[config.mk]
export PLATFORM = sky130hd
export DESIGN_NAME = fifo_sync_flags
export DESIGN_NICKNAME = d
export VERILOG_FILES = /design/src/rtl/fifo_sync_flags.sv
export SDC_FILE = /design/constraint.sdc
export NUM_CORES = 1
export LEC_CHECK = 0
export CAP_MARGIN = 0
export CORE_AREA = 2 2 87 89
export CTS_BUF_LIST = sky130_fd_sc_hd__clkbuf_4 sky130_fd_sc_hd__clkbuf_8
export DETAILED_ROUTE_END_ITERATION = 12
export DIE_AREA = 0 0 89 91
export PLACE_DENSITY = 0.65
export SYNTH_ARGS = -nofsm -noshare
export SYNTH_HDL_FRONTEND = slang
export SYNTH_SLANG_ARGS = --single-unit
[constraint.sdc]
create_clock -name clk -period 2.54 [get_ports clk]
set_input_delay 0.508 -clock clk [delete_from_list [all_inputs] [get_ports clk]]
set_output_delay 0.508 -clock clk [all_outputs]
set_load 0.02 [all_outputs]
[src/rtl/fifo_sync_flags.sv]
// fifo_sync_flags: parametrised single-clock show-ahead FIFO with occupancy
// count, programmable almost-full/almost-empty levels and overflow/underflow
// reporting. Define FIFO_ERR_STICKY_EN to make the error flags sticky
// (cleared by err_clr); otherwise they are one-cycle pulses.
module fifo_sync_flags #(
  parameter int unsigned DATA_WIDTH = 8,
  parameter int unsigned ADDR_WIDTH = 3,
  parameter int unsigned AF_LEVEL   = (1 << ADDR_WIDTH) - 1,
  parameter int unsigned AE_LEVEL   = 1
) (
  input  logic                  clk,
  input  logic                  reset,
  input  logic                  wr,
  input  logic [DATA_WIDTH-1:0] w_data,
  input  logic                  rd,
  output logic [DATA_WIDTH-1:0] r_data,
  output logic                  empty,
  output logic                  full,
  output logic                  almost_empty,
  output logic                  almost_full,
  output logic [ADDR_WIDTH:0]   count,
  output logic                  overflow,
  output logic                  underflow,
  input  logic                  err_clr
);

  localparam int unsigned        DEPTH     = 1 << ADDR_WIDTH;
  localparam logic [ADDR_WIDTH:0] DEPTH_CNT = (ADDR_WIDTH+1)'(DEPTH);
  localparam logic [ADDR_WIDTH:0] AF_CNT    = (ADDR_WIDTH+1)'(AF_LEVEL);
  localparam logic [ADDR_WIDTH:0] AE_CNT    = (ADDR_WIDTH+1)'(AE_LEVEL);

  logic [DATA_WIDTH-1:0] mem [DEPTH];
  logic [ADDR_WIDTH:0]   w_ptr;
  logic [ADDR_WIDTH:0]   r_ptr;
  logic [ADDR_WIDTH:0]   count_nxt;
  logic                  wr_en;
  logic                  rd_en;
  logic                  ovf_ev;
  logic                  unf_ev;

  // Wrap bits are kept for pointer compatibility; occupancy comes from count.
  logic unused_ptr_msb;
  assign unused_ptr_msb = w_ptr[ADDR_WIDTH] ^ r_ptr[ADDR_WIDTH];

  // A write into a full FIFO is accepted when a pop frees the head slot.
  assign wr_en  = wr & (~full | rd);
  assign rd_en  = rd & ~empty;
  assign ovf_ev = wr & full & ~rd;
  assign unf_ev = rd & empty;

  assign r_data       = mem[r_ptr[ADDR_WIDTH-1:0]];
  assign empty        = (count == '0);
  assign full         = (count == DEPTH_CNT);
  assign almost_empty = (count <= AE_CNT);
  assign almost_full  = (count >= AF_CNT);

  // Storage write; contents are intentionally not reset.
  always_ff @(posedge clk) begin
    if (wr_en) mem[w_ptr[ADDR_WIDTH-1:0]] <= w_data;
  end

  // Next occupancy from the accepted operations.
  always_comb begin
    count_nxt = count;
    unique case ({wr_en, rd_en})
      2'b10:   count_nxt = count + 1'b1;
      2'b01:   count_nxt = count - 1'b1;
      default: count_nxt = count;
    endcase
  end

  // Pointer and occupancy registers.
  always_ff @(posedge clk or negedge reset) begin
    if (!reset) begin
      w_ptr <= '0;
      r_ptr <= '0;
      count <= '0;
    end else begin
      if (wr_en) w_ptr <= w_ptr + 1'b1;
      if (rd_en) r_ptr <= r_ptr + 1'b1;
      count <= count_nxt;
    end
  end

`ifdef FIFO_ERR_STICKY_EN
  // Sticky error flags; a new event in the clearing cycle takes priority.
  always_ff @(posedge clk or negedge reset) begin
    if (!reset) begin
      overflow  <= 1'b0;
      underflow <= 1'b0;
    end else begin
      if (ovf_ev)       overflow <= 1'b1;
      else if (err_clr) overflow <= 1'b0;
      if (unf_ev)       underflow <= 1'b1;
      else if (err_clr) underflow <= 1'b0;
    end
  end
`else
  logic unused_err_clr;
  assign unused_err_clr = err_clr;

  // One-cycle error pulses following each dropping edge.
  always_ff @(posedge clk or negedge reset) begin
    if (!reset) begin
      overflow  <= 1'b0;
      underflow <= 1'b0;
    end else begin
      overflow  <= ovf_ev;
      underflow <= unf_ev;
    end
  end
`endif

endmodule

==> summary.txt <==
Outcome
  • Status: finished, final reports clean

Logic synthesis
  • Primary FF master, synth: edfxtp_1
  • Number of flops mapped to enable cells by yosys: between 60 and 70
  • Seq cells post-synth: 76
  • Mapped cell area: 3160 sq um
  • Synth cell types: 30
  • Post-synth top area share: 60.8%
  • Syn avg cell area: 19.9 sq um
  • Sequential area share after synthesis: 70.3%
  • Yosys Warn Count: 0
  • Main area contributors after synthesis: edfxtp_1, dfrtp_1, mux4_1
  • Post-synthesis cell count: 159
  • Syn Nets: 179
  • Cell taking the most area after synthesis: edfxtp_1
  • Async S/R FF share, synth: 15.8%

Placement
  • GPL Wtd Cong: 0.827
  • PortBufs: 29
  • DPL Wire Length: between 3000 and 4000 microns
  • Place WS: between 0.7 and 0.8 ps
  • Placement-stage cell area: 3670 sq um

Routing
  • DR iter-0 viols: 148
  • Final WL: 5860 microns
  • Drt via density: 5.19
  • Vias: 1666
  • Routed Antenna Nets: 0
  • DRC errors left: 0
  • WL per Instance: between 15 and 20 microns
  • Router iterations before antenna repair: 4

Power and ir drop
  • Total power: 4.56 mW
  • Leakage: 1.44 nW
  • VDD IR max: 0.541 mV
  • Cell Pwr Density: 1170 nW/um^2

Worst setup path
  • Slowest stage delay, CP: 470 ps
  • Critical path's slowest cell: mux4_2
  • Reg2reg end: count[3]
  • R2r setup slk: around 160 ps
  • Setup crit end kind: primary output
  • WP data arrival: 1970 ps
  • Most frequent CP cell: buf_4
  • Worst path required time: 2030 ps
  • Kind of start point of the critical path: register
  • CP Class: register to primary output
  • Critical R2R Launch: count[1]
  • R2R cell count: 10
  • Critical-path cell list: buf_12 -> buf_4 -> mux4_2 -> mux2_4 -> buf_4
  • Crit-path max FO: 8

Cells and area
  • Nets: between 200 and 250
  • Area Overhead vs Synth: 23.2%
  • ANT cells: 0
  • Most frequent cells in the layout: edfxtp_1, buf_4, clkdlybuf4s50_1
  • Share of cells above drive strength 1: 31.1%
  • Fin area: 3890 sq um
  • Fillers: 591
  • Leading cell type in the layout, fill and taps excluded: edfxtp_1

Global routing
  • Antenna violations before repair: 0
  • Total gr overflow: 0
  • First-pass GRT wire length: around 9200 microns
  • GRT Resource Usage Total: 16.1%
  • Pin count of the biggest net entering global routing: 13
  • Number of global-route vias before repair: 1815

Timing
  • Slew Viols, Final: 0
  • Fin crit period: 2470 ps
  • Achievable Freq: between 400 and 500 MHz
  • Worst slew margin: a little over three fifths
  • Final Hold Vio Count: 0
  • Sum Neg Setup Slack: 0 ps
  • Worst Tran Pin Value: 549 ps
  • RSZ-0062 raised after global routing: no
  • Setup WS post-layout: 65.9 ps
  • WHS: 526 ps
  • Final worst-path cycle share: about 100%
  • Finish-stage setup viols: 0
  • Worst Clk Skew: 9.42 ps

Floorplanning
  • Row count: 31
  • Initial Util: 44.3%
  • Die height: 91 microns
  • DIE WIDTH: 89 microns
  • Die footprint: a little over 8000 sq um
  • Io pins: 31
  • Core area: 7140 sq um

Clocking
  • Num Clock Sinks: 76
  • Clock Pin Slew Worst Setup and Hold Paths: 70 ps
  • Clock latency on the worst-skew pair: 330 ps
  • Cts bufs inserted: 9
  • Maximum buffer depth of the clock tree: 2
  • CTS root buf: clkbuf_8
  • TritonCTS clock tree: done
  • H-tree levels: 3

Min path
  • Worst Hold Class: primary input to async pin

Flow run
  • MaxCap Viol Count: 0
## cell usage after synthesis, types with 2 or more instances
master	count
xnor2_1	6
ha_1	7
mux2_4	7
nand2b_1	2
inv_1	5
mux2_2	3
nand3b_1	2
dfrtp_1	12
mux4_1	9
nor2_1	8
edfxtp_1	64
xor2_1	2
mux4_2	7
nor3_1	3
nand2_1	4
buf_2	2
nand3_1	3
## through the flow
| stage | util, % | instances |
|---|---|---|
| 3_3_place_gp | 51.4 | 299 |
| 3_5_place_dp | 51.4 | 299 |
| 4_1_cts | 54.6 | 320 |
| 2_1_floorplan | - | 159 |
| 5_1_grt | 54.5 | 321 |
| 6_report | 54.5 | 321 |
## logic make-up (layout without fill, tap and decap cells)
group	after synthesis	count (layout)	synth area share (%)
xor+xnor	8	8	2.22
mux	27	27	17.2
buf+inv	10	73	2.02
compound gates	3	3	0.554
flops	76	76	70.3
simple gates	28	28	4.91
fa+ha+maj	7	7	2.77
## sequential cells by signal (all words and copies together), names as in the netlist
name	flops
count	4
mem	64
overflow	1
r_ptr	3
underflow	1
w_ptr	3
## layer usage
| metal | vias up | wire length [microns] | track usage [%] |
|---|---|---|---|
| met5 | - | 0 | 0 |
| met4 | 0 | 136 | 9.45 |
| met3 | 12 | 261 | 3.64 |
| met2 | 51 | 2990 | 25.1 |
| met1 | 859 | 2480 | 20.2 |
| li1 | 744 | - | - |
## critical path, delay by kind of cell (launching register included)
family / cells / cell delay, ps
buffers and inverters: 3 / 420
DFF: 1 / 460
muxes: 2 / 740
## final cells by class
class	count	area, sq um	area share (%)
clock buffer	13	160	4.11
clock inverter	3	38.8	0.996
inverter	5	18.8	0.482
multi-input combinational	73	866	22.2
sequential	76	2220	57.1
tap	99	124	3.18
timing repair buffer	52	462	11.9
## report_power, final
group / internal (mW) / leakage (nW) / switching [mW]
registers: 1.60 / 0.726 / 0.150
clock network: 0.510 / 0.105 / 0.397
logic: 1.01 / 0.614 / 0.891
## timing repair
item,in CTS,in global routing
setup endpoints to repair,9,6
resized for setup,32,9
hold endpoints to repair,0,0
cloned,1,0
setup buffers,4,1
hold buffers,0,0
## worst max path at each step
stage	cells after the start	start	to
finish	5	r_ptr[1]	r_data[5]
global route	5	r_ptr[1]	r_data[1]
CTS	5	r_ptr[1]	r_data[1]
detailed placement	7	rd	count[3]
global placement	4	r_ptr[1]	r_data[1]
floorplan	9	count[0]	count[3]
Note: power is estimated with default switching activity, not from simulation.
